[config.mk]
export PLATFORM = sky130hd
export DESIGN_NAME = seq_mul_n_flat
export DESIGN_NICKNAME = d
export VERILOG_FILES = /design/src/rtl/seq_mul_n_if.sv /design/src/rtl/seq_mul_n.sv /design/src/flat_wrapper.sv
export SDC_FILE = /design/constraint.sdc
export NUM_CORES = 1
export LEC_CHECK = 0
export ABC_AREA = 1
export ABC_CLOCK_PERIOD_IN_PS = 3100
export CORE_UTILIZATION = 45
export CTS_CLUSTER_DIAMETER = 80
export DETAILED_ROUTE_END_ITERATION = 8
export PLACE_DENSITY = 0.67
export SYNTH_ARGS = -nofsm -noshare
export SYNTH_HDL_FRONTEND = slang
export SYNTH_SLANG_ARGS = --single-unit
[constraint.sdc]
create_clock -name clk -period 3.1 [get_ports clk]
set_input_delay 0.93 -clock clk [delete_from_list [all_inputs] [get_ports clk]]
set_output_delay 0.93 -clock clk [all_outputs]
set_load 0.005 [all_outputs]
[src/rtl/seq_mul_n_if.sv]
// -----------------------------------------------------------------------------
// seq_mul_n_if
//
// Purpose:
//   Groups the request/response signals of the sequential multiplier so the
//   requester and the multiplier connect through one bundle. The clock and the
//   reset are not part of the bundle; they stay plain ports on the multiplier.
//
// Parameters:
//   WIDTH    operand width in bits; the product is 2*WIDTH bits.
//
// Signals:
//   start    request, accepted only on an edge where busy is 0
//   x        multiplicand, sampled on the accepting edge
//   y        multiplier, sampled on the accepting edge
//   sgn      signed-mode select, sampled on the accepting edge
//   busy     high while an operation is in progress
//   done     one-cycle pulse: product is valid and newly updated
//   product  result register, holds until the next completion
//
// Modports:
//   master   the requester: drives start/x/y/sgn, observes busy/done/product
//   slave    the multiplier: observes start/x/y/sgn, drives busy/done/product
// -----------------------------------------------------------------------------
interface seq_mul_n_if #(
    parameter int WIDTH = 4
);
    logic                 start;
    logic [WIDTH-1:0]     x;
    logic [WIDTH-1:0]     y;
    logic                 sgn;
    logic                 busy;
    logic                 done;
    logic [2*WIDTH-1:0]   product;

    modport master (
        output start,
        output x,
        output y,
        output sgn,
        input  busy,
        input  done,
        input  product
    );

    modport slave (
        input  start,
        input  x,
        input  y,
        input  sgn,
        output busy,
        output done,
        output product
    );
endinterface

[src/rtl/seq_mul_n.sv]
// -----------------------------------------------------------------------------
// seq_mul_n
//
// Purpose:
//   Parametrised sequential shift-add multiplier. Two WIDTH-bit operands are
//   accepted under a start/busy/done handshake; one multiplier bit is retired
//   per clock through a single 2*WIDTH-bit adder, and the 2*WIDTH-bit product
//   is published after exactly WIDTH RUN cycles, independent of the operands.
//
// Parameters:
//   WIDTH    operand width in bits (>= 2); product is 2*WIDTH bits
//   CNT_W    iteration counter width, derived as $clog2(WIDTH+1)
//
// Ports:
//   clk      single system clock, all state updates on the rising edge
//   rst_n    synchronous active-low reset, sampled on the rising edge of clk
//   bus      seq_mul_n_if slave modport:
//              start/x/y/sgn in, busy/done/product out
//
// Optional feature (compile-time macro SEQ_MUL_SIGNED_EN):
//   Defined     : sgn=1 at acceptance treats x and y as two's complement. The
//                 magnitudes are multiplied by the same unsigned loop and the
//                 final accumulator is negated when the operand signs differ.
//   Not defined : sgn is ignored; every operation is unsigned and no sign
//                 flag or negation logic exists.
//
// Timing (acceptance on edge k):
//   busy is high after edge k until edge k+WIDTH; done is high for the single
//   cycle after edge k+WIDTH, which is also an IDLE cycle, so a new request
//   can be accepted while done is showing.
// -----------------------------------------------------------------------------
module seq_mul_n #(
    parameter  int WIDTH = 4,
    localparam int CNT_W = $clog2(WIDTH + 1)
) (
    input  logic        clk,
    input  logic        rst_n,
    seq_mul_n_if.slave  bus
);

    localparam int PW = 2 * WIDTH;

    // Counter value seen on the final RUN edge; that edge takes it to WIDTH.
    localparam logic [CNT_W-1:0] LAST_CNT = CNT_W'(WIDTH - 1);

    typedef enum logic {
        S_IDLE = 1'b0,
        S_RUN  = 1'b1
    } state_t;

    // -------------------------------------------------------------------------
    // State and datapath registers with their next-state values
    // -------------------------------------------------------------------------
    state_t             r_state;
    state_t             w_state_next;
    logic [CNT_W-1:0]   r_cnt;
    logic [CNT_W-1:0]   w_cnt_next;
    logic [PW-1:0]      r_acc;
    logic [PW-1:0]      w_acc_next;
    logic [PW-1:0]      r_mcand;
    logic [PW-1:0]      w_mcand_next;
    logic [WIDTH-1:0]   r_mplier;
    logic [WIDTH-1:0]   w_mplier_next;
    logic [PW-1:0]      r_product;
    logic [PW-1:0]      w_product_next;
    logic               r_done;
    logic               w_done_next;

    // -------------------------------------------------------------------------
    // Combinational datapath
    // -------------------------------------------------------------------------
    logic [PW-1:0]      w_addend;   // multiplicand gated by the current bit
    logic [PW-1:0]      w_acc_sum;  // accumulator after this edge's step
    logic [PW-1:0]      w_result;   // value published on the completion edge
    logic [WIDTH-1:0]   w_load_x;   // operand images captured at acceptance
    logic [WIDTH-1:0]   w_load_y;
    logic               w_last;

    // Each multiplicand bit is ANDed with the multiplier LSB, giving either
    // the shifted multiplicand or zero as the single adder's second input.
    genvar gi;
    generate
        for (gi = 0; gi < PW; gi = gi + 1) begin : g_addend
            assign w_addend[gi] = r_mcand[gi] & r_mplier[0];
        end
    endgenerate

    // The multiplicand never exceeds 2*WIDTH bits after WIDTH-1 shifts and the
    // running sum is bounded by (2^WIDTH-1)^2, so this add cannot overflow.
    assign w_acc_sum = r_acc + w_addend;
    assign w_last    = (r_cnt == LAST_CNT);

`ifdef SEQ_MUL_SIGNED_EN
    // ---------------------------------------------------------------------
    // Signed mode: the loop always runs on magnitudes. Negating a WIDTH-bit
    // value modulo 2^WIDTH maps the most negative operand -2^(WIDTH-1) onto
    // the unsigned pattern 2^(WIDTH-1), which is exactly its magnitude, so
    // no extra bit is needed for the operand registers.
    // ---------------------------------------------------------------------
    logic               r_neg;
    logic               w_neg_next;
    logic               w_x_neg;
    logic               w_y_neg;
    logic               w_load_neg;

    assign w_x_neg    = bus.sgn & bus.x[WIDTH-1];
    assign w_y_neg    = bus.sgn & bus.y[WIDTH-1];
    assign w_load_x   = w_x_neg ? -bus.x : bus.x;
    assign w_load_y   = w_y_neg ? -bus.y : bus.y;
    assign w_load_neg = w_x_neg ^ w_y_neg;

    // A zero product with differing signs negates to zero, which is correct.
    assign w_result   = r_neg ? -w_acc_sum : w_acc_sum;
`else
    // Unsigned-only build: sgn is accepted on the bus but has no effect.
    logic               w_unused_sgn;

    assign w_unused_sgn = bus.sgn;
    assign w_load_x     = bus.x;
    assign w_load_y     = bus.y;
    assign w_result     = w_acc_sum;
`endif

    // -------------------------------------------------------------------------
    // Next-state / next-datapath logic
    // -------------------------------------------------------------------------
    always_comb begin
        w_state_next   = r_state;
        w_cnt_next     = r_cnt;
        w_acc_next     = r_acc;
        w_mcand_next   = r_mcand;
        w_mplier_next  = r_mplier;
        w_product_next = r_product;
        // done is a pulse: it drops on every edge unless re-raised below.
        w_done_next    = 1'b0;
`ifdef SEQ_MUL_SIGNED_EN
        w_neg_next     = r_neg;
`endif

        unique case (r_state)
            S_IDLE: begin
                if (bus.start) begin
                    w_state_next  = S_RUN;
                    w_mcand_next  = {{WIDTH{1'b0}}, w_load_x};
                    w_mplier_next = w_load_y;
                    w_acc_next    = '0;
                    w_cnt_next    = '0;
`ifdef SEQ_MUL_SIGNED_EN
                    w_neg_next    = w_load_neg;
`endif
                end
            end

            S_RUN: begin
                // start is not looked at here: requests while busy are
                // dropped and the operands in flight are untouched.
                w_acc_next    = w_acc_sum;
                w_mcand_next  = {r_mcand[PW-2:0], 1'b0};
                w_mplier_next = {1'b0, r_mplier[WIDTH-1:1]};
                w_cnt_next    = r_cnt + CNT_W'(1);
                if (w_last) begin
                    // Publish the sum including this edge's partial product
                    // so the result lands on edge k+WIDTH, not one later.
                    w_product_next = w_result;
                    w_done_next    = 1'b1;
                    w_state_next   = S_IDLE;
                end
            end

            default: begin
                w_state_next = S_IDLE;
            end
        endcase
    end

    // -------------------------------------------------------------------------
    // State register with synchronous active-low reset. A reset in mid
    // operation simply drops everything, so no done pulse can follow it.
    // -------------------------------------------------------------------------
    always_ff @(posedge clk) begin
        if (!rst_n) begin
            r_state   <= S_IDLE;
            r_cnt     <= '0;
            r_acc     <= '0;
            r_mcand   <= '0;
            r_mplier  <= '0;
            r_product <= '0;
            r_done    <= 1'b0;
`ifdef SEQ_MUL_SIGNED_EN
            r_neg     <= 1'b0;
`endif
        end else begin
            r_state   <= w_state_next;
            r_cnt     <= w_cnt_next;
            r_acc     <= w_acc_next;
            r_mcand   <= w_mcand_next;
            r_mplier  <= w_mplier_next;
            r_product <= w_product_next;
            r_done    <= w_done_next;
`ifdef SEQ_MUL_SIGNED_EN
            r_neg     <= w_neg_next;
`endif
        end
    end

    // -------------------------------------------------------------------------
    // Outputs, all straight from registers
    // -------------------------------------------------------------------------
    assign bus.busy    = (r_state == S_RUN);
    assign bus.done    = r_done;
    assign bus.product = r_product;

endmodule

[src/flat_wrapper.sv]
// flat-port wrapper written by rule: the top's interface ports become plain ports
module seq_mul_n_flat 
#(
    parameter  int WIDTH = 4,
    localparam int CNT_W = $clog2(WIDTH + 1)
)
  (clk, rst_n, bus_start, bus_x, bus_y, bus_sgn, bus_busy, bus_done, bus_product);
  seq_mul_n_if #(.WIDTH(WIDTH)) bus_i ();
  input  logic clk;
  input  logic rst_n;
  input wire logic [$bits(bus_i.start)-1:0] bus_start;
  input wire logic [$bits(bus_i.x)-1:0] bus_x;
  input wire logic [$bits(bus_i.y)-1:0] bus_y;
  input wire logic [$bits(bus_i.sgn)-1:0] bus_sgn;
  output wire logic [$bits(bus_i.busy)-1:0] bus_busy;
  output wire logic [$bits(bus_i.done)-1:0] bus_done;
  output wire logic [$bits(bus_i.product)-1:0] bus_product;
  assign bus_i.start = bus_start;
  assign bus_i.x = bus_x;
  assign bus_i.y = bus_y;
  assign bus_i.sgn = bus_sgn;
  assign bus_busy = bus_i.busy;
  assign bus_done = bus_i.done;
  assign bus_product = bus_i.product;
  seq_mul_n #(.WIDTH(WIDTH)) u_core (.clk(clk), .rst_n(rst_n), .bus(bus_i));
endmodule
==> flow_summary.json <==
{
  "r2r_slack_ns": 1.20,
  "clock-sinks": 33,
  "fill_cells": 346,
  "clkPwrFrac_pct": 41.6,
  "cp-startpoint": "rst_n",
  "grt_pass1_vias": 1228,
  "clk_path_buf_depth": 2,
  "nets": 273,
  "crit_path_start_kind": "input pin",
  "avgSynthCellArea_sq_um": 7.426,
  "insertion_delay_ns": 0.29,
  "highest_layer": "met4",
  "wl_met2_mm": 1.251,
  "htreeDepth": 2,
  "numCtsBuffers": 5,
  "yosys_warnings": 0,
  "drc": 0,
  "worstSetupEndpoint": "u_core.bus.product[2]",
  "yosysTopAreaCell": "dfxtp_1",
  "maxCapViolations": 0,
  "cp-end-kind": "flip-flop",
  "async_flop_share_pct": 0,
  "final.setup.tns_ns": 0,
  "synthesis.area_sq_mm": 0.001708,
  "synth-edff-count": 0,
  "sw_frac_of_total_pct": 23.64,
  "hold_violations": 0,
  "skew_ns": 0.007935,
  "required_ns": 3.33,
  "fin_util_pct": 55.19,
  "r2r_start": "u_core.r_mplier[0]",
  "antenna_left": 0,
  "first_iter_violations": 90,
  "crit_chain": "clkdlybuf4s50_1 -> inv_2 -> nor2_2 -> a22o_1",
  "cts_resized": 0,
  "die_h_um": 63.61,
  "critPathKind": "in -> reg",
  "wire_per_inst_um": 10.14,
  "root_buffer": "clkbuf_8",
  "dieArea_sq_mm": 0.004046,
  "timing.final.crit_share_pct": 69.16,
  "synth_xor_area_share_pct": 1.465,
  "worstMarginPinSlew_ns": 0.3862,
  "syn2layout_area_growth_pct": 18.32,
  "route.met3.wl_um": 106,
  "vias": 1380,
  "ios": 22,
  "cellLeakagePower_nw": 0.9893,
  "ys_top_cells_by_area": "dfxtp_1, nand2_1, inv_1",
  "synth-simple-area-share_pct": 30.62,
  "diodes": 0,
  "multi_input_area_sq_um": 853.3,
  "power.density_mw_per_mm2": 428.6,
  "critical_path.slowest_cell": "clkdlybuf4s50_1",
  "final_layout_size_suffix_gt1_share_pct": 11.11,
  "yosys-mux-area-fraction_pct": 0,
  "dieWidth_um": 63.61,
  "synth_top_family_by_area": "simple AND/OR/NAND/NOR gates",
  "setup_viol": 0,
  "arrival_ns": 2.38,
  "fp-row-count": 22,
  "cts_tree": "done",
  "syn_inst": 230,
  "path_max_fanout": 19,
  "wl_met1_mm": 1.601,
  "register_area_sq_um": 660.6,
  "initial_core_util_pct": 46.65,
  "track_usage_pct": 17.06,
  "synth_nets": 252,
  "cts_hold_buf": 0,
  "gp_congestion": 0.8277,
  "yosysMostFrequentCell": "nand2_1",
  "fmax_ghz": 0.4664,
  "ys_types": 29,
  "grt_max_degree": 22,
  "netlist_top_cells_count": "nand2_1, dfxtp_1, inv_1",
  "dp_hpwl_mm": 2.117,
  "ys_ff_latch": 33,
  "netlist.area_leader.share_pct": 38.68,
  "p_seq_share_pct": 50.8,
  "yosysSeqAreaShare_pct": 38.68,
  "synthAdderAreaFrac_pct": 7.766,
  "grt_pass1_wl_mm": 5.271,
  "pwr-share-comb_pct": 7.6,
  "dr.pass1.iters": 4,
  "io_buffers": 20,
  "finalMaxSlewViolations": 0,
  "power_mw": 0.8660,
  "core_sq_mm": 0.003661,
  "cts_post_setup_buffers_inserted": 0,
  "vias_per_cell": 4.600,
  "overflow": 0,
  "antenna_found_initial": 0,
  "rsz0062_at_grt": "false",
  "ir_worst_vdd_uv": 291.4,
  "synth_compound_area_share_pct": 10.11,
  "wirelength_mm": 3.041,
  "timing.rr.end": "u_core.r_acc[6]",
  "outcome": "finished, final reports clean",
  "final.min_clock_period_ns": 2.144,
  "reg2reg_depth": 11,
  "max_stage_delay_ns": 0.62,
  "intPower_mw": 0.6613,
  "switching_power_mw": 0.2048,
  "hold_class": "reg -> reg",
  "synth_ff_type": "dfxtp_1",
  "clkTransAtPathRegs_ns": 0.07,
  "slew_headroom_pct": 74.23
}
registers in the layout, summed over array words and instances (netlist names):
register / flops
u_core.bus.product: 8
u_core.r_cnt: 3
u_core.r_acc: 8
u_core.r_mplier: 4
u_core.r_mcand: 8
u_core.bus.busy: 1
u_core.bus.done: 1
worst min-delay path by stage:
stage	start	end	slack [ns]	cells after the start
after global routing	u_core.bus.product[6]	u_core.bus.product[6]	0.47	2
after detailed placement	u_core.bus.product[6]	u_core.bus.product[6]	0.44	2
after floorplan	u_core.r_cnt[0]	u_core.r_cnt[0]	0.43	1
final	u_core.bus.product[6]	u_core.bus.product[6]	0.45	2
after global placement	u_core.bus.product[4]	u_core.bus.product[4]	0.44	2
after CTS	u_core.bus.product[6]	u_core.bus.product[6]	0.45	2
area by class of cell:
class	count	area share (%)
multi-input combinational	155	42.23
clock buffer	7	4.768
timing repair buffer	22	10.65
inverter	34	6.440
clock inverter	1	0.2477
sequential	33	32.69
tap	48	2.972
worst max-delay path, delay by kind of cell:
kind	cells	cell delay, ns
buffers and inverters	2	0.85
AND/OR/NAND/NOR	1	0.39
AO/OA/AOI/OAI	1	0.20
kinds of logic (layout without fill, tap and decap cells):
logic type / after synthesis / after routing
flops: 33 / 33
buf+inv: 42 / 64
compound gates: 29 / 29
simple gates: 114 / 114
xor+xnor: 2 / 2
fa+ha+maj: 10 / 10
layer usage:
| layer | up-vias | track usage [%] |
|---|---|---|
| met4 | 0 | 9.943 |
| met5 | - | 0 |
| met1 | 577 | 22.12 |
| li1 | 765 | - |
| met3 | 8 | 4.529 |
| met2 | 30 | 25.13 |
power by group through the flow:
stage / registers [mW] / clock network [mW] / logic (mW)
after floorplan: 0.448 / 0 / 0.0489
after global placement: 0.450 / 0 / 0.0675
after detailed placement: 0.450 / 0 / 0.0672
after CTS: 0.440 / 0.371 / 0.0675
after global routing: 0.441 / 0.387 / 0.0746
final: 0.440 / 0.360 / 0.0659
through the flow:
| step | hold WS (ns) | setup slack [ns] | instances | instance area, sq um |
|---|---|---|---|---|
| CTS | 0.4533 | 0.9248 | 300 | 2021 |
| global route | 0.4718 | 0.8146 | 300 | 2021 |
| floorplan | 0.4321 | 1.425 | 230 | 1708 |
| detailed placement | 0.4384 | 0.6352 | 292 | 1919 |
| global placement | 0.4392 | 0.5734 | 292 | 1919 |
| finish | 0.4493 | 0.9561 | 300 | 2021 |
layout by cell type, fill, tap and decap left out, types with 2 or more instances in the layout:
| cell | synthesis | final |
|---|---|---|
| a21oi_1 | 16 | 16 |
| a21oi_2 | 3 | 3 |
| a22o_1 | 3 | 3 |
| buf_4 | 2 | 2 |
| clkbuf_8 | 0 | 7 |
| clkdlybuf4s50_1 | 0 | 20 |
| dfxtp_1 | 33 | 33 |
| ha_1 | 9 | 9 |
| inv_1 | 31 | 31 |
| inv_2 | 2 | 2 |
| nand2_1 | 74 | 74 |
| nand2_2 | 2 | 2 |
| nand3_1 | 22 | 22 |
| nand3_2 | 4 | 4 |
| nor2_1 | 4 | 4 |
| nor2_4 | 2 | 2 |
| o211ai_1 | 2 | 2 |
| o21ai_1 | 4 | 4 |
Power figures use the tool's default switching activity.
